==> src/rtl/sqlite_dpi_pkg.sv <==
// Command and FSM encodings shared by the row batcher and the SQLite DPI bridge.
package sqlite_dpi_pkg;

   typedef enum logic [1:0] {
      CMD_NOP    = 2'd0,
      CMD_BEGIN  = 2'd1,
      CMD_INSERT = 2'd2,
      CMD_COMMIT = 2'd3
   } sqlite_cmd_e;

   typedef enum logic [1:0] {
      ST_IDLE,
      ST_BEGIN,
      ST_INSERT,
      ST_COMMIT
   } sqlite_batch_state_e;

endpackage

==> src/rtl/sqlite_row_fifo.sv <==
// Synchronous record FIFO feeding the batcher; head_o shows the oldest record.
module sqlite_row_fifo #(
   parameter int DEPTH  = 16,
   parameter int DATA_W = 64
) (
   input  logic                    clk,
   input  logic                    rst,
   input  logic                    push_i,
   input  logic [DATA_W-1:0]       data_i,
   input  logic                    pop_i,
   output logic [DATA_W-1:0]       head_o,
   output logic [$clog2(DEPTH):0]  level_o
);

   localparam int AW = $clog2(DEPTH);

   logic [DATA_W-1:0] mem [DEPTH];
   logic [AW-1:0]     wrPtr_q;
   logic [AW-1:0]     rdPtr_q;
   logic [AW:0]       level_q;

   // Storage carries no reset; only the pointers and occupancy define validity.
   always_ff @(posedge clk) begin
      if (push_i) begin
         mem[wrPtr_q] <= data_i;
      end
   end

   always_ff @(posedge clk) begin
      if (rst) begin
         wrPtr_q <= '0;
         rdPtr_q <= '0;
         level_q <= '0;
      end else begin
         if (push_i) begin
            wrPtr_q <= wrPtr_q + 1'b1;
         end
         if (pop_i) begin
            rdPtr_q <= rdPtr_q + 1'b1;
         end
         case ({push_i, pop_i})
            2'b10:   level_q <= level_q + 1'b1;
            2'b01:   level_q <= level_q - 1'b1;
            default: level_q <= level_q;
         endcase
      end
   end

   assign head_o  = mem[rdPtr_q];
   assign level_o = level_q;

endmodule

==> src/rtl/sqlite_row_batcher.sv <==
// Groups buffered records into BEGIN / INSERT* / COMMIT command batches for the DPI bridge.
// Define SQLITE_BATCH_TIMEOUT_EN to flush partial batches after TIMEOUT idle cycles.
module sqlite_row_batcher
   import sqlite_dpi_pkg::*;
#(
   parameter int DATA_W    = 64,
   parameter int DEPTH     = 16,
   parameter int BATCH_MAX = 8,
   parameter int TIMEOUT   = 256
) (
   input  logic                    clk,
   input  logic                    rst,
   input  logic                    in_valid,
   output logic                    in_ready,
   input  logic [DATA_W-1:0]       in_data,
   input  logic                    flush_req,
   output logic                    out_valid,
   input  logic                    out_ready,
   output sqlite_cmd_e             out_op,
   output logic [DATA_W-1:0]       out_data,
   output logic [$clog2(DEPTH):0]  level,
   output logic                    idle,
   output logic [31:0]             batch_cnt
);

   localparam int LW = $clog2(DEPTH) + 1;
   localparam int RW = $clog2(BATCH_MAX) + 1;

   if (DEPTH < BATCH_MAX || (DEPTH & (DEPTH - 1)) != 0 || TIMEOUT < 1) begin : g_badParams
      $error("sqlite_row_batcher: DEPTH must be a power of two >= BATCH_MAX and TIMEOUT >= 1");
   end

   sqlite_batch_state_e state_q;
   sqlite_cmd_e         op_q;
   logic                valid_q;
   logic [RW-1:0]       remaining_q;
   logic [31:0]         batchCnt_q;
   logic                flushPend_q;
   logic                flushPend_d;

   logic                push;
   logic                pop;
   logic [DATA_W-1:0]   head;
   logic [LW-1:0]       fifoLevel;
   logic                haveData;
   logic                fullBatch;
   logic                timeoutHit;
   logic                startBatch;
   logic                commitDone;
   logic [RW-1:0]       batchLen;

   assign in_ready = (fifoLevel < LW'(DEPTH)) && !rst;
   assign push     = in_valid && in_ready;
   assign pop      = (state_q == ST_INSERT) && out_ready;

   sqlite_row_fifo #(
      .DEPTH  (DEPTH),
      .DATA_W (DATA_W)
   ) u_fifo (
      .clk     (clk),
      .rst     (rst),
      .push_i  (push),
      .data_i  (in_data),
      .pop_i   (pop),
      .head_o  (head),
      .level_o (fifoLevel)
   );

   assign haveData   = (fifoLevel != '0);
   assign fullBatch  = (fifoLevel >= LW'(BATCH_MAX));
   assign startBatch = (state_q == ST_IDLE) &&
                       (fullBatch || (haveData && (flushPend_q || timeoutHit)));
   assign batchLen   = fullBatch ? RW'(BATCH_MAX) : RW'(fifoLevel);
   assign commitDone = (state_q == ST_COMMIT) && out_ready;

`ifdef SQLITE_BATCH_TIMEOUT_EN
   localparam int TW = $clog2(TIMEOUT + 1);

   logic [TW-1:0] timer_q;
   logic [TW-1:0] timer_d;

   // Only idle cycles with data waiting advance the timer; a batch start rearms it.
   assign timer_d    = (state_q == ST_IDLE && haveData && !startBatch) ? timer_q + 1'b1 : '0;
   assign timeoutHit = (timer_q == TW'(TIMEOUT - 1));

   always_ff @(posedge clk) begin
      if (rst) begin
         timer_q <= '0;
      end else begin
         timer_q <= timer_d;
      end
   end
`else
   assign timeoutHit = 1'b0;
`endif

   // A request arriving in the COMMIT cycle survives the clear and serves the next batch.
   assign flushPend_d = (flushPend_q && !commitDone) || (flush_req && haveData);

   always_ff @(posedge clk) begin
      if (rst) begin
         state_q     <= ST_IDLE;
         op_q        <= CMD_NOP;
         valid_q     <= 1'b0;
         remaining_q <= '0;
         batchCnt_q  <= '0;
         flushPend_q <= 1'b0;
      end else begin
         flushPend_q <= flushPend_d;
         case (state_q)
            ST_IDLE: begin
               if (startBatch) begin
                  state_q     <= ST_BEGIN;
                  op_q        <= CMD_BEGIN;
                  valid_q     <= 1'b1;
                  remaining_q <= batchLen;
               end
            end
            ST_BEGIN: begin
               if (out_ready) begin
                  state_q <= ST_INSERT;
                  op_q    <= CMD_INSERT;
               end
            end
            ST_INSERT: begin
               if (out_ready) begin
                  remaining_q <= remaining_q - 1'b1;
                  if (remaining_q == RW'(1)) begin
                     state_q <= ST_COMMIT;
                     op_q    <= CMD_COMMIT;
                  end
               end
            end
            ST_COMMIT: begin
               if (out_ready) begin
                  state_q    <= ST_IDLE;
                  op_q       <= CMD_NOP;
                  valid_q    <= 1'b0;
                  batchCnt_q <= batchCnt_q + 32'd1;
               end
            end
            default: begin
               state_q <= ST_IDLE;
               op_q    <= CMD_NOP;
               valid_q <= 1'b0;
            end
         endcase
      end
   end

   // The FIFO head only moves on an accepted INSERT, so the payload holds while stalled.
   assign out_data  = (op_q == CMD_INSERT) ? head : '0;
   assign out_valid = valid_q;
   assign out_op    = op_q;
   assign level     = fifoLevel;
   assign idle      = (state_q == ST_IDLE) && !haveData;
   assign batch_cnt = batchCnt_q;

endmodule

==> config.mk <==
export PLATFORM = sky130hd
export DESIGN_NAME = sqlite_row_batcher
export DESIGN_NICKNAME = d
export VERILOG_FILES = /design/src/rtl/sqlite_dpi_pkg.sv /design/src/rtl/sqlite_row_fifo.sv /design/src/rtl/sqlite_row_batcher.sv
export SDC_FILE = /design/constraint.sdc
export NUM_CORES = 1
export LEC_CHECK = 0
export CAP_MARGIN = 20
export CORE_AREA = 2 2 349 351
export DETAILED_ROUTE_END_ITERATION = 8
export DIE_AREA = 0 0 351 353
export DONT_BUFFER_PORTS = 1
export GPL_TIMING_DRIVEN = 0
export SLEW_MARGIN = 5
export SYNTH_ARGS = -nofsm -noshare
export SYNTH_HDL_FRONTEND = slang
export SYNTH_SLANG_ARGS = --single-unit
==> constraint.sdc <==
create_clock -name clk -period 7.2 [get_ports clk]
set_clock_uncertainty 0.1 [all_clocks]
set_input_delay 1.08 -clock clk [delete_from_list [all_inputs] [get_ports clk]]
set_output_delay 1.08 -clock clk [all_outputs]
set_load 0.02 [all_outputs]
==> results of run 1 <==
-- per-layer routing --
metal	routed length, µm	share of wire [%]	vias to the layer above
met5	0	0	-
met4	2490	2.4	0
met3	9870	9.5	151
met2	50900	49	778
met1	41000	39	10900
li1	-	-	8630
-- registers in the layout (all words and copies together), names as in the netlist, named ones only --
name and cells:
u_fifo.level_o 5, flushPend_q 1, out_valid 1, u_fifo.rdPtr_q 4, u_fifo.wrPtr_q 4, out_op 2
batch_cnt 32, u_fifo.mem 1024, remaining_q 4
-- synth_stat cells, types with 2 or more instances --
library cell / count
or3_1: 10
mux2_2: 11
nor4_1: 8
a21oi_1: 21
or2_2: 2
nand2_1: 60
edfxtp_1: 1024
and4_1: 17
nor2_1: 45
or4_1: 6
o211ai_1: 7
nor2b_1: 15
ha_1: 15
nor3b_1: 2
nand3_1: 18
buf_2: 36
o22ai_1: 41
o31ai_1: 5
xor2_1: 8
nand4_1: 8
nand2b_1: 3
dfxtp_1: 57
o32ai_1: 2
and3_1: 3
nand4_2: 2
clkbuf_1: 56
mux4_2: 232
xnor2_1: 13
inv_1: 20
and2_1: 21
a32o_1: 17
buf_1: 18
a221o_1: 17
a31oi_1: 2
a22oi_1: 15
o21ai_0: 11
nor3_1: 15
mux2i_1: 130
-- per-stage QoR --
step / setup slack, ps / hold WS, ps / util (%) / instances
floorplan: 2980 / 374 / - / 2006
global placement: 446 / 403 / 36.3 / 3631
detailed placement: 2380 / 408 / 36.7 / 3648
CTS: 1660 / 336 / 39.5 / 3844
global route: 1450 / 351 / 39.6 / 3845
finish: 1710 / 381 / 39.6 / 3845
-- worst reg2reg max path, delay by kind of cell (launching register included) --
kind,cells,cell delay (ps)
AOI/OAI and AO/OA,2,300
xor gates and xnor gates,1,190
adders and majority gates,3,850
buffers and inverters,2,600
DFF,1,570
muxes,1,350
and+or+nand+nor,2,350
-- logic make-up (layout without fill, tap and decap cells) --
kind of cell               Yosys count  count (layout)  share of synthesized area, %
adders and majority gates           15              15                         0.449
AOI/OAI and AO/OA                  148             148                          2.58
DFF                               1081            1081                          76.3
and+or+nand+nor                    237             237                          2.99
xor gates and xnor gates            21              21                         0.440
buffers and inverters              130             344                          1.28
muxes                              374             374                          15.9
-- path summary, 6_finish.rpt --
kind / cells after the start / to / startpoint
worst max-delay path: 6 / out_data[60] / out_op[1]
worst min-delay path: 0 / u_fifo.mem[0][4] / in_data[4]
worst max register to register: 11 / u_fifo.level_o[4] / out_op[1]
worst min register to register: 2 / flushPend_q / flushPend_q
-- final cells by class --
cell class                      instances  area [µm²]  area share (%)
Buffer                                110         458           0.960
Clock buffer                          132        2810            5.90
Clock inverter                         64         564            1.18
Inverter                               20        75.1           0.157
Multi-Input combinational cell        795        9400            19.7
Sequential cell                      1081       31900            66.9
Tap cell                             1625        2030            4.26
Timing Repair Buffer                   18         468           0.981
-- power by group through the flow --
stage	combinational, mW	sequential [mW]	clock, mW
floorplan	0.263	7.08	0
global placement	0.359	7.09	0
detailed placement	0.372	7.09	0
CTS	0.373	6.96	5.51
global route	0.396	6.96	5.75
finish	0.367	6.96	5.40
==> results_dict.tcl, run 1 <==
set metrics [dict create \
    fin_crit_ps 5490 \
    clock_path_buffers 3 \
    post_cts_buffers 0 \
    synth-main-ff-cell "edfxtp_1" \
    rsz0062_at_grt "false" \
    synth_warnings 0 \
    ys_types 51 \
    critPathCaptureType "output pin" \
    placed_cell_area_um2 44300 \
    drv_cap 0 \
    slowest_delay_ps 720 \
    power_frac_clock_pct 42.4 \
    drt_wl_total_um 104000 \
    worstHoldPathType "in2reg" \
    clockRootBuffer "clkbuf_16" \
    routedWlPerCell_um 27.1 \
    grt_pass1_vias 21300 \
    tightest_slew_ps 1050 \
    setup_tns_ps 0 \
    grt_util_met1_pct 21.5 \
    std_cell_rows 128 \
    final_common_cell "edfxtp_1" \
    slew_headroom_pct 30.0 \
    max_freq_mhz 182 \
    core-area_um2 121000 \
    grt-busiest-layer "met2" \
    dr.pass1.iters 5 \
    cts.sinks 1081 \
    via_per_inst 5.31 \
    final_cell_mix "1024 x edfxtp_1, 232 x mux4_2, 130 x mux2i_1, 109 x clkbuf_16, 79 x clkbuf_1" \
    dieArea_um2 124000 \
    dieWidth_um 351 \
    yosys-top-cells-area "edfxtp_1 74%, mux4_2 13%, mux2i_1 3.1%, dfxtp_1 2.7%, o22ai_1 0.61%" \
    p_per_area_nw_per_um2 267 \
    dr_total_vias 20400 \
    synthToLayoutAreaGrowth_pct 14.2 \
    cts_tree "yes" \
    ys_seq_elements 1081 \
    critPathBufInv 2 \
    grt_antenna_before_repair 0 \
    start_util_pct 34.6 \
    grt_overflow 0 \
    ys_seq_area_share_pct 76.3 \
    peakVddDrop_uv 211 \
    worstPathMaxFanout 10 \
    ctsHoldBuffers 0 \
    switching_share_pct 20.1 \
    grt_max_degree 41 \
    required_ps 6020 \
    synthArstFlopShare_pct 0 \
    leakagePower_nw 14.1 \
    grt_usage_pct 16.7 \
    path_delay_family "simple AND/OR/NAND/NOR gates" \
    period_share_pct 76.3 \
    syn_inst 2006 \
    cpMaxStageDelayCell "nor2_1" \
    crit_top_cell "clkbuf_1" \
    clock_latency_ps 680 \
    cts_resized 0 \
    netSwitchingPower_mw 2.56 \
    yosysTopAreaCellShare_pct 73.6 \
    grt_pass1_wl_um 149000 \
    p_int_mw 10.2 \
    arrival_ps 4310 \
    post-dp-hpwl_um 61300 \
    drt_iter0_drc 2140 \
    yosysTopAreaCell "edfxtp_1" \
    crit_type "reg2out" \
    diodes 0 \
    synth_nets 2090 \
    final_area_um2 47700 \
    fill_cells 10600 \
    start_kind "flip-flop" \
    finalHoldViolations 0 \
    netlist_area_um2 41800 \
    final_nets 2216 \
    gp_congestion 0.751 \
    die_y_um 353 \
    route.detailed.drc 0 \
    ant_nets 0 \
    p_total_mw 12.7 \
    cts_buffers 106 \
    outcome "finished clean" \
    numPortBuffers 0 \
    seq_power_share_pct 54.7 \
    synth_enable_flop_cells 1024 \
    use_met3_pct 5.04 \
    reg2reg_slack_ps 3800 \
    avgSynthCellArea_um2 20.8 \
    slew_violations 0 \
    clk_pin_slew_ps 60 \
    io_pins 175 \
    worstPathCellList "ha_1 -> clkbuf_1 -> nand2_1 -> nor2_1 -> clkbuf_1 -> a221o_1" \
    setup_viol 0 \
    cts_max_level 3 \
    use_met2_pct 27.3 \
    drive_gt1_share_pct 21.2 \
    combPwrFrac_pct 2.9 \
]
Note: power is estimated with default switching activity, not from simulation.
==> inputs of run 2 (changes only) <==
==> constraint.sdc (replaced) <==
create_clock -name clk -period 5.27 [get_ports clk]
set_clock_uncertainty 0.1 [all_clocks]
set_input_delay 0.7905 -clock clk [delete_from_list [all_inputs] [get_ports clk]]
set_output_delay 0.7905 -clock clk [all_outputs]
set_load 0.02 [all_outputs]
==> run 2 against run 1 <==
Against the previous run:
- core utilization is essentially flat
- sequential power is 37% higher
- critical endpoint is now out_data[59]
- first-iteration DRC count up 0.70%
- non-clock buffer count unchanged
- die area is the same
- register-to-register slack worse by 1900 ps
- global-route usage is the same
- clock-buffer cell count unchanged
- highest routed layer unchanged
==> results_dict.tcl, run 2 (synthesis results as in run 1) <==
set metrics [dict create \
    period_share_pct 95.2 \
    post-dp-hpwl_um 61300 \
    clock_path_buffers 3 \
    gp_congestion 0.751 \
    post_cts_buffers 0 \
    grt_pass1_wl_um 149000 \
    combPwrFrac_pct 2.9 \
    switching_share_pct 20.1 \
    critPathCaptureType "output pin" \
    p_total_mw 17.4 \
    peakVddDrop_uv 288 \
    diodes 0 \
    slew_violations 0 \
    grt_max_degree 41 \
    via_per_inst 5.31 \
    p_per_area_nw_per_um2 364 \
    cts_tree "yes" \
    dieArea_um2 124000 \
    clock_latency_ps 680 \
    cts_resized 0 \
    grt_usage_pct 16.7 \
    cts.sinks 1081 \
    cts_buffers 106 \
    rsz0062_at_grt "false" \
    std_cell_rows 128 \
    ant_nets 0 \
    fill_cells 10600 \
    start_util_pct 34.6 \
    required_ps 4380 \
    finalHoldViolations 0 \
    tightest_slew_ps 1060 \
    drt_wl_total_um 104000 \
    die_y_um 353 \
    clk_pin_slew_ps 60 \
    grt_antenna_before_repair 0 \
    numPortBuffers 0 \
    grt_overflow 0 \
    route.detailed.drc 0 \
    arrival_ps 4130 \
    dr_total_vias 20400 \
    start_kind "flip-flop" \
    crit_type "reg2out" \
    top_register "u_fifo.mem" \
    clockRootBuffer "clkbuf_16" \
    dr.pass1.iters 7 \
    grt_pass1_vias 21300 \
    setup_viol 0 \
    setup_ws_ps 251 \
    dieWidth_um 351 \
    worstPathMaxFanout 10 \
    placed_cell_area_um2 44300 \
    ctsHoldBuffers 0 \
    max_freq_mhz 199 \
    drive_gt1_share_pct 21.2 \
    slew_headroom_pct 29.2 \
    io_pins 175 \
    largest_reg_flops 1024 \
    final_nets 2216 \
    final_area_um2 47700 \
    synthToLayoutAreaGrowth_pct 14.2 \
    power_frac_clock_pct 42.4 \
    seq_power_share_pct 54.7 \
    outcome "finished clean" \
    final_cell_mix "1024 x edfxtp_1, 232 x mux4_2, 130 x mux2i_1, 109 x clkbuf_16, 79 x clkbuf_1" \
    worstHoldPathType "in2reg" \
    fin_crit_ps 5020 \
    p_int_mw 13.9 \
    cts_max_level 3 \
    drt_iter0_drc 2155 \
    core-area_um2 121000 \
    drv_cap 0 \
    pre_cts_slack_ps 743 \
    leakagePower_nw 14.1 \
    netSwitchingPower_mw 3.49 \
    final_common_cell "edfxtp_1" \
    routedWlPerCell_um 27.1 \
]
[run 2: final cells by class]
type,instances,area (µm²),share of cell area [%]
plain buffers,110,458,0.960
clock buffers,132,2810,5.90
clock inverters,64,564,1.18
inverters,20,75.1,0.157
multi-input cells,795,9400,19.7
flip-flops and latches,1081,31900,66.9
well taps,1625,2030,4.26
repair buffers,18,468,0.981
[run 2: through the flow]
step / hold slack (ps) / utilization [%] / cells / setup TNS (ps)
after floorplan: 374 / - / 2006 / 0
after global placement: 403 / 36.3 / 3631 / -1016050
after CTS: 46.5 / 39.5 / 3844 / 0
after detailed placement: 408 / 36.7 / 3648 / 0
after global routing: 61.1 / 39.6 / 3845 / 0
final: 92.1 / 39.6 / 3845 / 0
[run 2: power groups by stage]
stage	registers, mW	clock network, mW	logic [mW]
after floorplan	9.68	0	0.360
after global placement	9.69	0	0.490
after detailed placement	9.69	0	0.508
after CTS	9.50	7.53	0.510
after global routing	9.51	7.86	0.541
final	9.51	7.38	0.501
[run 2: metal layers]
metal / routed length [µm] / vias to the layer above / track usage [%]
met5: 0 / - / 0
met4: 2510 / 0 / 4.97
met3: 9680 / 156 / 5.04
met2: 50900 / 768 / 27.3
met1: 41200 / 10900 / 21.5
li1: - / 8628 / -
[run 2: worst paths after layout]
kind / start / end / slack [ps] / cells past startpoint
worst min register to register: flushPend_q / flushPend_q / 430 / 2
worst min-delay path: in_data[4] / u_fifo.mem[0][4] / 90 / 0
worst max-delay path: flip-flop / out_data[59] / 250 / 6
worst max register to register: out_op[1] / u_fifo.level_o[4] / 1880 / 11
[run 2: worst max-delay path: stages (launching register included)]
cell	delay [ps]
dfxtp_1	410
buf_2	350
clkbuf_1	620
clkbuf_1	790
mux4_2	370
mux2i_1	90
o22ai_1	830
==> inputs of run 3 (changes only) <==
--- a/config.mk
+++ b/config.mk
@@ -7,6 +7,7 @@
 export LEC_CHECK = 0
 export CAP_MARGIN = 20
 export CORE_AREA = 2 2 349 351
+export CTS_CLUSTER_DIAMETER = 60
 export DETAILED_ROUTE_END_ITERATION = 8
 export DIE_AREA = 0 0 351 353
 export DONT_BUFFER_PORTS = 1
==> run 3 against run 2 <==
Against the previous run:
- largest power group unchanged
- core utilization increased by 0.091 points
- cell area increased by 0.23%
- largest cell class unchanged
- clock power increased by 2%
- setup slack got worse by 5.2 ps
- via count decreased by 0.19%
- hold slack got worse by 5.5 ps
- clock-buffer cell count decreased by 2
- sequential cell count unchanged
- combinational power about the same
==> results_dict.tcl, run 3 (synthesis results as in run 1) <==
set metrics [dict create \
    outcome "finished clean" \
    clk_pin_slew_ps 60 \
    drive_gt1_share_pct 21.6 \
    drv_cap 0 \
    fin_crit_ps 5020 \
    clock_latency_ps 680 \
    final_area_um2 47800 \
    cts_buffers 107 \
    cts_max_level 3 \
    final_nets 2217 \
    via_per_inst 5.29 \
    p_total_mw 17.5 \
    leakagePower_nw 14.1 \
    largest_reg_flops 1024 \
    start_util_pct 34.6 \
    routedWlPerCell_um 27.1 \
    r2r-end "u_fifo.level_o[4]" \
    grt_max_degree 41 \
    std_cell_rows 128 \
    worstPathMaxFanout 10 \
    hp-start "in_data[1]" \
    dieWidth_um 351 \
    grt_overflow 0 \
    grt_antenna_before_repair 0 \
    setup_viol 0 \
    post_cts_buffers 0 \
    r2r-start "out_op[1]" \
    start_kind "flip-flop" \
    r2r_cells 11 \
    final_common_cell "edfxtp_1" \
    numPortBuffers 0 \
    placed_cell_area_um2 44300 \
    drt_iter0_drc 2127 \
    clockRootBuffer "clkbuf_16" \
    slew_violations 0 \
    worstHoldEndpoint "u_fifo.mem[11][1]" \
    drt_wl_total_um 104000 \
    cts_tree "yes" \
    core-area_um2 121000 \
    worstHoldPathType "in2reg" \
    required_ps 4380 \
    dr.pass1.iters 7 \
    die_y_um 353 \
    gp_congestion 0.751 \
    reg2reg_slack_ps 1910 \
    grt_pass1_wl_um 149000 \
    dr_total_vias 20400 \
    final_util_pct 39.6 \
    grt_pass1_vias 21400 \
    io_pins 175 \
    hold_depth 0 \
    crit_type "reg2out" \
    top_register "u_fifo.mem" \
    ant_nets 0 \
    p_per_area_nw_per_um2 366 \
    diodes 0 \
    max_freq_mhz 199 \
    fill_cells 10600 \
    tightest_slew_ps 1050 \
    peakVddDrop_uv 312 \
    rsz0062_at_grt "false" \
    final_cell_mix "1024 x edfxtp_1, 232 x mux4_2, 130 x mux2i_1, 107 x clkbuf_16, 77 x clkbuf_1" \
    synthToLayoutAreaGrowth_pct 14.4 \
    post-dp-hpwl_um 61300 \
    grt_usage_pct 16.7 \
    arrival_ps 4130 \
    route.detailed.drc 0 \
    critPathCaptureType "output pin" \
    period_share_pct 95.3 \
    dieArea_um2 124000 \
    cts.sinks 1081 \
    clock_path_buffers 3 \
    finalHoldViolations 0 \
    slew_headroom_pct 30.2 \
]
-- run 3: per-stage QoR --
step	hold slack [ps]	setup WS, ps	TNS [ps]	std cells
2_1_floorplan	374	1330	0	2006
3_3_place_gp	403	-1190	-1016050	3631
3_5_place_dp	408	743	0	3648
4_1_cts	30.9	3.29	0	3849
5_1_grt	58.2	2.16	0	3850
6_report	86.5	246	0	3850
-- run 3: final cells by class --
class / instances / area [µm²] / share of cell area, %
buffer: 110 / 458 / 0.958
clock inverter: 71 / 698 / 1.46
multi-input combinational: 795 / 9410 / 19.7
sequential: 1081 / 31900 / 66.7
timing repair buffer: 18 / 468 / 0.979
inverter: 20 / 75.1 / 0.157
clock buffer: 130 / 2780 / 5.82
tap: 1625 / 2030 / 4.25
-- run 3: worst max-delay path: stages (launching register included) --
cell	delay (ps)
dfxtp_1	390
buf_2	340
clkbuf_1	640
clkbuf_1	810
mux4_2	370
mux2i_1	80
o22ai_1	810
-- run 3: layer usage --
layer	GRT usage (%)	routed length (µm)	up-vias
li1	-	-	8624
met1	21.5	41700	10900
met2	27.6	51400	711
met3	5.01	9050	139
met4	4.29	2060	0
met5	0	0	-
-- run 3: worst max path at each step --
stage	from	to	cells past startpoint
6_report	flip-flop	out_data[61]	6
3_5_place_dp	out_op[1]	out_data[56]	6
3_3_place_gp	rst	u_fifo.mem[1][19]	4
4_1_cts	out_op[1]	out_data[60]	6
2_1_floorplan	rst	u_fifo.mem[10][0]	4
5_1_grt	flip-flop	out_data[58]	5
-- run 3: where the power goes --
group,internal [mW],switching (mW)
Clock,4.28,3.24
Sequential,9.46,0.0413
Combinational,0.205,0.297
Total,13.9,3.58
-- run 3: repair_timing --
item | in CTS | in global routing
resized for setup | 0 | 2
endpoints found under the setup margin | 0 | 11
hold buffers | 0 | 0
